## src/rtl/conv_job_sequencer_pkg.sv

```systemverilog
// Shared types and helpers for the convolution job sequencer.
package conv_seq_pkg;

   localparam int DEF_DATA_WIDTH = 8;
   localparam int DEF_ADDR_WIDTH = 5;
   localparam int ZADDR_WIDTH    = DEF_ADDR_WIDTH + 1;
   localparam int RES_WIDTH      = 2 * DEF_DATA_WIDTH;

   typedef enum logic [2:0] {
      S_IDLE,
      S_LAUNCH,
      S_RUN,
      S_DRAIN_RD,
      S_DRAIN_OUT,
      S_FLUSH
   } seq_state_t;

   // Number of result words a job produces.
   function automatic logic [31:0] zlen(input logic [31:0] sx, input logic [31:0] sy);
      return sx + sy - 32'd1;
   endfunction

endpackage

```

## src/rtl/conv_job_sequencer_if.sv

```systemverilog
// Result stream from the sequencer to its consumer (valid/ready with last marker).
interface conv_res_if import conv_seq_pkg::*; #(
   parameter int WIDTH = RES_WIDTH
);
   logic             valid;
   logic             ready;
   logic [WIDTH-1:0] data;
   logic             last;

   modport master (output valid, output data, output last, input ready);
   modport slave  (input valid, input data, input last, output ready);
endinterface

```

## src/rtl/conv_job_sequencer_watchdog.sv

```systemverilog
// RUN-phase watchdog: down-counter reloaded on clear, terminal count at zero.
module conv_seq_watchdog #(
   parameter int TIMEOUT_CYCLES = 4096
) (
   input  logic clk,
   input  logic rstn,
   input  logic clr,
   input  logic en,
   output logic tc
);
   localparam int CW = (TIMEOUT_CYCLES > 1) ? $clog2(TIMEOUT_CYCLES) : 1;
   localparam logic [CW-1:0] LOAD_VAL = CW'(TIMEOUT_CYCLES - 1);

   logic [CW-1:0] cnt;

   always_ff @(posedge clk) begin
      if (!rstn) begin
         cnt <= '0;
      end else if (clr) begin
         cnt <= LOAD_VAL;
      end else if (en && (cnt != '0)) begin
         cnt <= cnt - CW'(1);
      end
   end

   // Reaching zero after LOAD_VAL decrements equals TIMEOUT_CYCLES enabled cycles.
   assign tc = (cnt == '0);

endmodule

```

## src/rtl/conv_job_sequencer.sv

```systemverilog
// Job controller for the convolution core: operand write gating, launch,
// watchdog supervision, result drain and sticky host status.
//
// state       | meaning
// ------------+-----------------------------------------------------------
// S_IDLE      | host owns X/Y memories; waits for a start with valid sizes
// S_LAUNCH    | one-cycle core start pulse, watchdog reload
// S_RUN       | core computing; watchdog counting
// S_DRAIN_RD  | memZ read address presented
// S_DRAIN_OUT | capture read data, then hold it until the consumer takes it
// S_FLUSH     | error/abort recovery; waits for the core to go idle
module conv_job_sequencer import conv_seq_pkg::*; #(
   parameter int DATA_WIDTH     = DEF_DATA_WIDTH,
   parameter int ADDR_WIDTH     = DEF_ADDR_WIDTH,
   parameter int TIMEOUT_CYCLES = 4096
) (
   input  logic                    clk,
   input  logic                    rstn,
   input  logic [ADDR_WIDTH-1:0]   cfg_size_x_i,
   input  logic [ADDR_WIDTH-1:0]   cfg_size_y_i,
   input  logic                    cfg_start_i,
   input  logic                    cfg_abort_i,
   input  logic                    clr_status_i,
   input  logic                    host_wr_en_i,
   input  logic                    host_wr_sel_i,
   input  logic [ADDR_WIDTH-1:0]   host_wr_addr_i,
   input  logic [DATA_WIDTH-1:0]   host_wr_data_i,
   output logic [ADDR_WIDTH-1:0]   mem_wr_addr_o,
   output logic [DATA_WIDTH-1:0]   mem_wr_data_o,
   output logic                    memX_we_o,
   output logic                    memY_we_o,
   output logic [2*ADDR_WIDTH-1:0] core_config_o,
   output logic                    core_start_o,
   input  logic                    core_busy_i,
   input  logic                    core_done_i,
   output logic [ADDR_WIDTH:0]     memZ_rd_addr_o,
   input  logic [2*DATA_WIDTH-1:0] memZ_rd_data_i,
   conv_res_if.master              res,
   output logic                    busy_o,
   output logic                    done_o,
   output logic                    err_o
);
   localparam int ZW = ADDR_WIDTH + 1;

   seq_state_t          state;
   logic [ZW-1:0]       remaining;
   logic                wd_tc;
   logic                abort_hit;
   logic                size_bad;
   logic [ADDR_WIDTH-1:0] size_x_q;
   logic [ADDR_WIDTH-1:0] size_y_q;

   assign size_x_q = core_config_o[ADDR_WIDTH-1:0];
   assign size_y_q = core_config_o[2*ADDR_WIDTH-1:ADDR_WIDTH];
   assign size_bad = (cfg_size_x_i == '0) || (cfg_size_y_i == '0);

   assign abort_hit = cfg_abort_i &&
                      (state inside {S_LAUNCH, S_RUN, S_DRAIN_RD, S_DRAIN_OUT});

   // The core owns the operand memories outside IDLE, so host writes are dropped.
   assign mem_wr_addr_o = host_wr_addr_i;
   assign mem_wr_data_o = host_wr_data_i;
   assign memX_we_o     = (state == S_IDLE) && host_wr_en_i && !host_wr_sel_i;
   assign memY_we_o     = (state == S_IDLE) && host_wr_en_i &&  host_wr_sel_i;
   assign busy_o        = (state != S_IDLE);

   conv_seq_watchdog #(
      .TIMEOUT_CYCLES (TIMEOUT_CYCLES)
   ) u_watchdog (
      .clk  (clk),
      .rstn (rstn),
      .clr  (state == S_LAUNCH),
      .en   (state == S_RUN),
      .tc   (wd_tc)
   );

   always_ff @(posedge clk) begin
      if (!rstn) begin
         state          <= S_IDLE;
         core_config_o  <= '0;
         core_start_o   <= 1'b0;
         memZ_rd_addr_o <= '0;
         remaining      <= '0;
         res.valid      <= 1'b0;
         res.data       <= '0;
         res.last       <= 1'b0;
         done_o         <= 1'b0;
         err_o          <= 1'b0;
      end else begin
         core_start_o <= 1'b0;

         // Later set events in this block override the clear.
         if (clr_status_i) begin
            done_o <= 1'b0;
            err_o  <= 1'b0;
         end

         if (abort_hit) begin
            err_o     <= 1'b1;
            res.valid <= 1'b0;
            res.last  <= 1'b0;
            state     <= core_busy_i ? S_FLUSH : S_IDLE;
         end else begin
            case (state)
               S_IDLE: begin
                  if (cfg_start_i) begin
                     core_config_o <= {cfg_size_y_i, cfg_size_x_i};
                     done_o        <= 1'b0;
                     err_o         <= 1'b0;
                     if (size_bad) begin
                        err_o <= 1'b1;
                     end else begin
                        core_start_o <= 1'b1;
                        state        <= S_LAUNCH;
                     end
                  end
               end
               S_LAUNCH: begin
                  state <= S_RUN;
               end
               S_RUN: begin
                  if (core_done_i) begin
                     memZ_rd_addr_o <= '0;
                     remaining      <= ZW'(zlen(32'(size_x_q), 32'(size_y_q)));
                     state          <= S_DRAIN_RD;
                  end else if (wd_tc) begin
                     err_o <= 1'b1;
                     state <= S_FLUSH;
                  end
               end
               S_DRAIN_RD: begin
                  state <= S_DRAIN_OUT;
               end
               S_DRAIN_OUT: begin
                  // First cycle here sees the read data; afterwards hold until taken.
                  if (!res.valid) begin
                     res.data  <= memZ_rd_data_i;
                     res.valid <= 1'b1;
                     res.last  <= (remaining == ZW'(1));
                  end else if (res.ready) begin
                     res.valid <= 1'b0;
                     res.last  <= 1'b0;
                     if (res.last) begin
                        done_o <= 1'b1;
                        state  <= S_IDLE;
                     end else begin
                        memZ_rd_addr_o <= memZ_rd_addr_o + ZW'(1);
                        remaining      <= remaining - ZW'(1);
                        state          <= S_DRAIN_RD;
                     end
                  end
               end
               S_FLUSH: begin
                  if (!core_busy_i) begin
                     state <= S_IDLE;
                  end
               end
               default: begin
                  state <= S_IDLE;
               end
            endcase
         end
      end
   end

endmodule
```

## src/flat_wrapper.sv

```systemverilog
// flat-port wrapper written by rule: the top's interface ports become plain ports
module conv_job_sequencer_flat import conv_seq_pkg::*;
#(
   parameter int DATA_WIDTH     = DEF_DATA_WIDTH,
   parameter int ADDR_WIDTH     = DEF_ADDR_WIDTH,
   parameter int TIMEOUT_CYCLES = 4096
)
  (clk, rstn, cfg_size_x_i, cfg_size_y_i, cfg_start_i, cfg_abort_i, clr_status_i, host_wr_en_i, host_wr_sel_i, host_wr_addr_i, host_wr_data_i, mem_wr_addr_o, mem_wr_data_o, memX_we_o, memY_we_o, core_config_o, core_start_o, core_busy_i, core_done_i, memZ_rd_addr_o, memZ_rd_data_i, busy_o, done_o, err_o, res_valid, res_data, res_last, res_ready);
  conv_res_if res_i ();
  input  logic clk;
  input  logic rstn;
  input  logic [ADDR_WIDTH-1:0] cfg_size_x_i;
  input  logic [ADDR_WIDTH-1:0] cfg_size_y_i;
  input  logic cfg_start_i;
  input  logic cfg_abort_i;
  input  logic clr_status_i;
  input  logic host_wr_en_i;
  input  logic host_wr_sel_i;
  input  logic [ADDR_WIDTH-1:0] host_wr_addr_i;
  input  logic [DATA_WIDTH-1:0] host_wr_data_i;
  output logic [ADDR_WIDTH-1:0] mem_wr_addr_o;
  output logic [DATA_WIDTH-1:0] mem_wr_data_o;
  output logic memX_we_o;
  output logic memY_we_o;
  output logic [2*ADDR_WIDTH-1:0] core_config_o;
  output logic core_start_o;
  input  logic core_busy_i;
  input  logic core_done_i;
  output logic [ADDR_WIDTH:0] memZ_rd_addr_o;
  input  logic [2*DATA_WIDTH-1:0] memZ_rd_data_i;
  output logic busy_o;
  output logic done_o;
  output logic err_o;
  output wire logic [$bits(res_i.valid)-1:0] res_valid;
  output wire logic [$bits(res_i.data)-1:0] res_data;
  output wire logic [$bits(res_i.last)-1:0] res_last;
  input wire logic [$bits(res_i.ready)-1:0] res_ready;
  assign res_valid = res_i.valid;
  assign res_data = res_i.data;
  assign res_last = res_i.last;
  assign res_i.ready = res_ready;
  conv_job_sequencer #(.DATA_WIDTH(DATA_WIDTH), .ADDR_WIDTH(ADDR_WIDTH), .TIMEOUT_CYCLES(TIMEOUT_CYCLES)) u_core (.clk(clk), .rstn(rstn), .cfg_size_x_i(cfg_size_x_i), .cfg_size_y_i(cfg_size_y_i), .cfg_start_i(cfg_start_i), .cfg_abort_i(cfg_abort_i), .clr_status_i(clr_status_i), .host_wr_en_i(host_wr_en_i), .host_wr_sel_i(host_wr_sel_i), .host_wr_addr_i(host_wr_addr_i), .host_wr_data_i(host_wr_data_i), .mem_wr_addr_o(mem_wr_addr_o), .mem_wr_data_o(mem_wr_data_o), .memX_we_o(memX_we_o), .memY_we_o(memY_we_o), .core_config_o(core_config_o), .core_start_o(core_start_o), .core_busy_i(core_busy_i), .core_done_i(core_done_i), .memZ_rd_addr_o(memZ_rd_addr_o), .memZ_rd_data_i(memZ_rd_data_i), .res(res_i), .busy_o(busy_o), .done_o(done_o), .err_o(err_o));
endmodule
```

## config.mk

```make
export PLATFORM = sky130hd
export DESIGN_NAME = conv_job_sequencer_flat
export DESIGN_NICKNAME = d
export VERILOG_FILES = /design/src/rtl/conv_job_sequencer_pkg.sv /design/src/rtl/conv_job_sequencer_if.sv /design/src/rtl/conv_job_sequencer_watchdog.sv /design/src/rtl/conv_job_sequencer.sv /design/src/flat_wrapper.sv
export SDC_FILE = /design/constraint.sdc
export NUM_CORES = 1
export LEC_CHECK = 0
export ABC_AREA = 1
export BUFFER_PORTS_ARGS = -buffer_cell sky130_fd_sc_hd__buf_2
export CORE_MARGIN = 4
export CORE_UTILIZATION = 54
export CTS_BUF_LIST = sky130_fd_sc_hd__clkbuf_4
export DETAILED_ROUTE_END_ITERATION = 8
export HOLD_SLACK_MARGIN = 0.05
export PLACE_DENSITY = 0.8
export REMOVE_ABC_BUFFERS = 1
export SKIP_LAST_GASP = 1
export SYNTH_ARGS = -nofsm -noshare
export SYNTH_HDL_FRONTEND = slang
export SYNTH_HIERARCHICAL = 1
export SYNTH_SLANG_ARGS = --single-unit
```

## constraint.sdc

```tcl
create_clock -name clk -period 2.5 [get_ports clk]
set_input_delay 0.5 -clock clk [delete_from_list [all_inputs] [get_ports clk]]
set_output_delay 0.5 -clock clk [all_outputs]
set_load 0.05 [all_outputs]
```

==> out/metrics.cfg, run 1 <==
[run_status]
status=finished, final reports clean

[yosys]
ys_ff_latch=58
postSynthCellCount=506
yosysTopAreaCellShare=0.338
ys_top_cells_by_area=dfxtp_1 34%, nand2_1 11%, nand3_1 8.6%, a21oi_1 7.1%, inv_1 6.4%
synth_top_cell_by_area=dfxtp_1
syn_area_mm2=0.00344
syn_area_per_cell_um2=6.80
ys_top_cells_by_count=102 x nand2_1, 59 x inv_1, 59 x nand3_1, 58 x dfxtp_1, 51 x nor2_1
yosysWarningCount=6
synth_cell_types=36
async_flop_share=0
synth-edff-count=0
synth_flop_cell=dfxtp_1
yosysSeqAreaShare=0.338
yosys.cell_count.top_type=nand2_1

[die]
die_area_mm2=0.00771
die_w_um=87.8
die_h_um=87.8
rows=28
core_mm2=0.00606
start_util=0.567
ios=102

[sta]
hold_violations=0
min_period_over_period=0.813
report.final.slew_viol_count=0
grt_setup_unrepaired=no
tightestPinTransition_ns=0.773
setup_tns_ns=0
clock-skew-final_ns=0.0149
fmax_ghz=0.492
setup_violations=0
min_period_ns=2.03
maxSlewHeadroom=0.484

[clocking]
clk_pin_slew_ns=0.11
clock_sinks=58
cts_tree=built
cts_max_level=3
cts_buffers=9
root_buffer=clkbuf_4
cts_hold_buf=0
cts_resized=0
clock_path_buffers=2
clk_latency_ns=0.41
post_cts_buffers=0

[min_path]
min_from=memZ_rd_data_i[2]
hold_depth=3
hold_class=input pin to flop
holdPathEnd=u_core/res.data[2]

[worst_setup_path]
critical_path_buf_inv_count=3
path_cells=inv_1 > ha_1 > inv_1 > ha_1 > inv_1 > fa_1 > nand3b_1 > nand2_1 > a21oi_1 > o21ai_0 > nand2_1 > nor2_1 > nor2_1
critical_path_required_ns=2.80
r2r_end=u_core/remaining[5]
cp-end-kind=flop
r2r-start=u_core/core_config_o[1]
startpoint_type=flop
critPathSlowestCell=fa_1
reg2regPathDepth=13
reg2reg_slack_ns=0.47
path_max_fanout=2
arrival_ns=2.34
slowest_delay_ns=0.38
criticalPathCategory=flop to flop
critPathTopFamily=adder cells
path_common_cell=inv_1

[finish]
layout-drive-gt1-share=0.211
final_nets=628
area.growth.synth_to_final_pct=12.2
antennaDiodeCount=0

[global_route]
grt_max_degree=24
grt_pass1_vias=3090
grtUsageTotal=0.224
antenna_found_initial=0
grt_pass1_wl_um=13800
grt_overflow=0

[power_and_ir_drop]
p_comb_frac=0.602
p_seq_frac=0.269
ir_drop_uv=829
p_sw_mw=2.69
p_clk_frac=0.130
p_leak_nw=1.85
sw_frac_of_total=0.516
powerDensity_mw_per_mm2=1350
finalPower_mw=5.21
p_int_mw=2.52

[drt]
drt_wl_total_um=8260
wl_per_cell_um=12.8
first_pass_iters=5
drc=0
vias_per_cell=5.29
vias=3406
ant_nets=0
drt_iter0_markers=179

[run]
maxCapViolations=0

[placement]
gp_congestion=0.949
port_buffers=75
hpwl_um=6090

[logic make-up (layout without fill, tap and decap cells)]
logic type | after synthesis | after routing | share of synthesized area
xor+xnor | 6 | 6 | 0.0153
simple gates | 243 | 243 | 0.325
compound gates | 86 | 86 | 0.130
fa+ha+maj | 15 | 15 | 0.0568
flops | 58 | 58 | 0.338
buf+inv | 98 | 161 | 0.136
[worst min-delay path: cells and delay by family]
kind | cells | cell delay, ns
buffers and inverters | 1 | 0.10
AOI/OAI and AO/OA | 1 | 0.06
and+or+nand+nor | 1 | 0.07
[flip-flops by register name (all words and copies together), names as in the netlist, 3 cells and up]
name / flops
u_core/core_config_o: 10
u_core/memZ_rd_addr_o: 6
u_core/remaining: 6
u_core/res.data: 16
u_core/state: 3
u_core/u_watchdog/cnt: 12
[layout make-up]
cell class | instances | area (um^2)
clock buffers | 9 | 67.6
repair buffers | 79 | 405
flip-flops and latches | 58 | 1160
well taps | 75 | 93.8
inverters | 66 | 248
clock inverters | 7 | 70.1
fillers | 562 | 2200
multi-input cells | 350 | 1810
[power groups by stage]
| stage | Combinational (mW) | Clock (mW) | Sequential [mW] |
|---|---|---|---|
| finish | 3.14 | 0.675 | 1.40 |
| global route | 3.57 | 0.730 | 1.43 |
| CTS | 3.14 | 0.694 | 1.40 |
| detailed placement | 3.12 | 0 | 1.42 |
| global placement | 3.05 | 0 | 1.41 |
| floorplan | 2.13 | 0 | 1.74 |
[placed cells by master, fill, tap and decap left out, types with 3 or more instances in the layout]
master and count:
buf_4 4, nor2_4 3, o21ai_0 32, or2_2 3
clkinv_2 3, inv_1 59, nand2_2 5, xor2_1 4
nand3b_1 5, nand2_1 102, ha_1 14, nand3_1 59
inv_2 6, dfxtp_1 58, buf_2 75, clkbuf_4 9
nor3_1 4, nor2_1 51, a21oi_1 49
[worst max path at each step]
stage,startpoint,end,slack [ns],cells past startpoint
finish,u_core/core_config_o[1],u_core/remaining[5],0.47,13
CTS,u_core/state[0],memY_we_o,0.43,4
global route,u_core/core_config_o[1],u_core/remaining[5],0.32,13
detailed placement,u_core/core_config_o[1],u_core/remaining[5],0.53,13
global placement,u_core/core_config_o[1],u_core/remaining[5],0.56,13
floorplan,u_core/state[0],memY_we_o,0.12,3
[layer usage]
metal	vias to the layer above	wire (um)	global-route usage
met1	1530	3680	0.286
met5	-	0	0
met2	129	3830	0.358
met3	11	614	0.0583
met4	0	134	0.0962
li1	1736	-	-
[metrics by stage]
step,std cells,area [um^2],hold slack [ns],worst slack (ns),util
4_1_cts,644,3860,0.318,0.426,0.636
3_3_place_gp,628,3720,0.445,0.555,0.614
5_1_grt,644,3860,0.324,0.315,0.636
3_5_place_dp,628,3720,0.451,0.528,0.614
6_report,644,3860,0.343,0.467,0.636
2_1_floorplan,474,3220,0.459,0.116,-
Power figures use the tool's default switching activity.
==> inputs of run 2 (changes only) <==
- ABC_AREA: 1 -> 0
- CORE_UTILIZATION: 54 -> 53
- clock period: 2.5 -> 2.1 ns (I/O delays scaled with it)
==> run 2 against run 1 <==
  * Sequential share of layout area up 0.11 points
  * Register-to-register slack got worse by 0.38 ns
  * First-iteration DRC count grew 7.3%
  * Global-route usage fell by 0.46 points
  * Final cell count is 13% lower
  * Critical path type unchanged
  * Largest power group unchanged
  * Highest routed layer unchanged
==> out/metrics.cfg, run 2 <==
[run_status]
status=finished, final reports clean

[sta]
min_period_ns=2.02
tightestPinTransition_ns=0.571
grt_setup_unrepaired=yes
whs_ns=0.238
report.final.slew_viol_count=0
setup_violations=0
fmax_ghz=0.496
timing.final.ws_setup_ns=0.0839
clock-skew-final_ns=0.0170
maxSlewHeadroom=0.619
min_period_over_period=0.960
hold_violations=0

[drt]
drc=0
drt_iter0_markers=192
vias_per_cell=5.51
first_pass_iters=4
drt_wl_total_um=7930
wl_per_cell_um=14.1
ant_nets=0
vias=3092

[yosys]
postSynthCellCount=405
yosysTopAreaCellShare=0.360
yosysWarningCount=6
yosysSeqAreaShare=0.360
syn_area_mm2=0.00322
async_flop_share=0
ys_ff_latch=58
synth-edff-count=0
synth_cell_types=59
synth_flop_cell=dfxtp_1
ys_top_cells_by_count=65 x nand2_1, 58 x dfxtp_1, 46 x a21oi_1, 34 x inv_1, 25 x nor2_1
ys_top_cells_by_area=dfxtp_1 36%, nand2_1 7.6%, a21oi_1 7.1%, ha_1 5.4%, inv_1 4.0%
yosys.cell_count.top_type=nand2_1
syn_area_per_cell_um2=7.96
synth_top_cell_by_area=dfxtp_1

[placement]
dp_cells=544
dp_slack_ns=-0.0172
hpwl_um=5860
placed_area_mm2=0.00366
gp_congestion=0.844
port_buffers=75

[clocking]
clk_pin_slew_ns=0.11
clock_path_buffers=2
clock_sinks=58
root_buffer=clkbuf_4
cts_max_level=3
cts_buffers=9
cts_hold_buf=0
clk_latency_ns=0.40
cts_tree=built

[die]
die_w_um=86.0
rows=28
ios=102
die_h_um=86.0
core_mm2=0.00592
die_area_mm2=0.00739
start_util=0.544

[run]
maxCapViolations=0

[global_route]
grt_pass1_vias=2973
grt_pass1_wl_um=13200
antenna_found_initial=0
grt_overflow=0
grt_max_degree=24
grtUsageTotal=0.219

[worst_setup_path]
crit_cells=9
r2r-start=u_core/core_config_o[7]
cp-endpoint=u_core/remaining[4]
arrival_ns=2.34
r2r_end=u_core/remaining[4]
critical_path_buf_inv_count=2
startpoint_type=flop
critPathTopFamily=compound AO/OA/AOI/OAI gates
critPathSlowestCell=dfxtp_1
critical_path_required_ns=2.42
path_cells=inv_1 > ha_1 > inv_1 > ha_1 > a21o_1 > a21oi_1 > xnor2_1 > a211oi_1 > a211oi_1
crit_start=u_core/core_config_o[7]
reg2regPathDepth=9
reg2reg_slack_ns=0.08
slowest_delay_ns=0.37
path_max_fanout=3
criticalPathCategory=flop to flop
cp-end-kind=flop

[finish]
antennaDiodeCount=0
largest_reg_flops=16
final_util=0.652
fillers=525
largest-register=u_core/res.data
final_area_mm2=0.00386
layout-drive-gt1-share=0.265
area.growth.synth_to_final_pct=19.8
final_common_cell=buf_2
reg.largest.list=u_core/res.data: 16 flops, u_core/u_watchdog/cnt: 12 flops, u_core/core_config_o: 10 flops
stdcell_count=561
layout_common_cells=73 x buf_2, 65 x nand2_1, 54 x dfxtp_1
final_nets=545

[power_and_ir_drop]
ir_drop_uv=761
powerDensity_mw_per_mm2=1160
p_leak_nw=1.70

[min_path]
hold_class=input pin to flop

run 2: cell types whose count changed after synthesis, sizes merged, moves of 5 or more:
cell   previous run  this run
nand3            61         5
nand2           109        65
inv              65        34
nor2             55        25
o21ai            34        16
and3              0         7
a31oi             0         5
and2              0         5
nor3b             1         6
or4               0         5
run 2: logic make-up after synthesis:
family,count (synthesis),share of synthesized area
buf+inv,65,0.0959
fa+ha+maj,15,0.0606
mux,3,0.00932
simple gates,153,0.251
compound gates,103,0.201
xor+xnor,8,0.0217
flops,58,0.360
run 2: how the worst min path moves through the flow:
stage                              startpoint                 endpoint  depth (start not counted)
after CTS                  memZ_rd_data_i[15]      u_core/res.data[15]                          3
after global placement    u_core/res.data[13]      u_core/res.data[13]                          2
after floorplan           u_core/remaining[3]      u_core/remaining[3]                          2
after detailed placement   u_core/res.data[1]       u_core/res.data[1]                          2
final                      memZ_rd_data_i[15]      u_core/res.data[15]                          3
after global routing          cfg_size_x_i[3]  u_core/core_config_o[3]                          3
run 2: where the power goes:
group | switching [mW] | internal [mW] | leakage [nW]
clock network | 0.439 | 0.480 | 0.0819
logic | 1.26 | 0.838 | 1.14
registers | 0.153 | 1.29 | 0.474
run 2: metrics by stage:
step	TNS, ns	total power [mW]
floorplan	-0.956	2.85
global placement	0	3.42
detailed placement	-0.0230	3.49
CTS	-0.00881	4.43
global route	-0.168	4.78
finish	0	4.46
run 2: final cells by class:
cell class | instances | area, um^2 | area share
clock inverter | 7 | 93.8 | 0.0243
tap | 75 | 93.8 | 0.0243
timing repair buffer | 95 | 531 | 0.137
sequential | 58 | 1170 | 0.302
inverter | 35 | 131 | 0.0340
multi-input combinational | 282 | 1780 | 0.460
clock buffer | 9 | 67.6 | 0.0175
run 2: repair_timing:
item / in CTS / in global routing
buffers inserted: 0 / 1
resized for setup: 5 / 8
endpoints found under the setup margin: 4 / 9
pin swaps: 0 / 1
run 2: per-layer routing:
layer | vias to the layer above | share of wire | track usage
met4 | 0 | 0.0097 | 0.0662
met2 | 126 | 0.46 | 0.348
li1 | 1541 | - | -
met1 | 1418 | 0.44 | 0.272
met5 | - | 0 | 0
met3 | 7 | 0.097 | 0.0913
run 2: worst register-to-register path, cell delays in order (launching register included):
cell	delay, ns
dfxtp_1	0.37
inv_1	0.06
ha_1	0.33
inv_1	0.06
ha_1	0.28
a21o_1	0.17
a21oi_1	0.19
xnor2_1	0.16
a211oi_1	0.10
a211oi_1	0.24
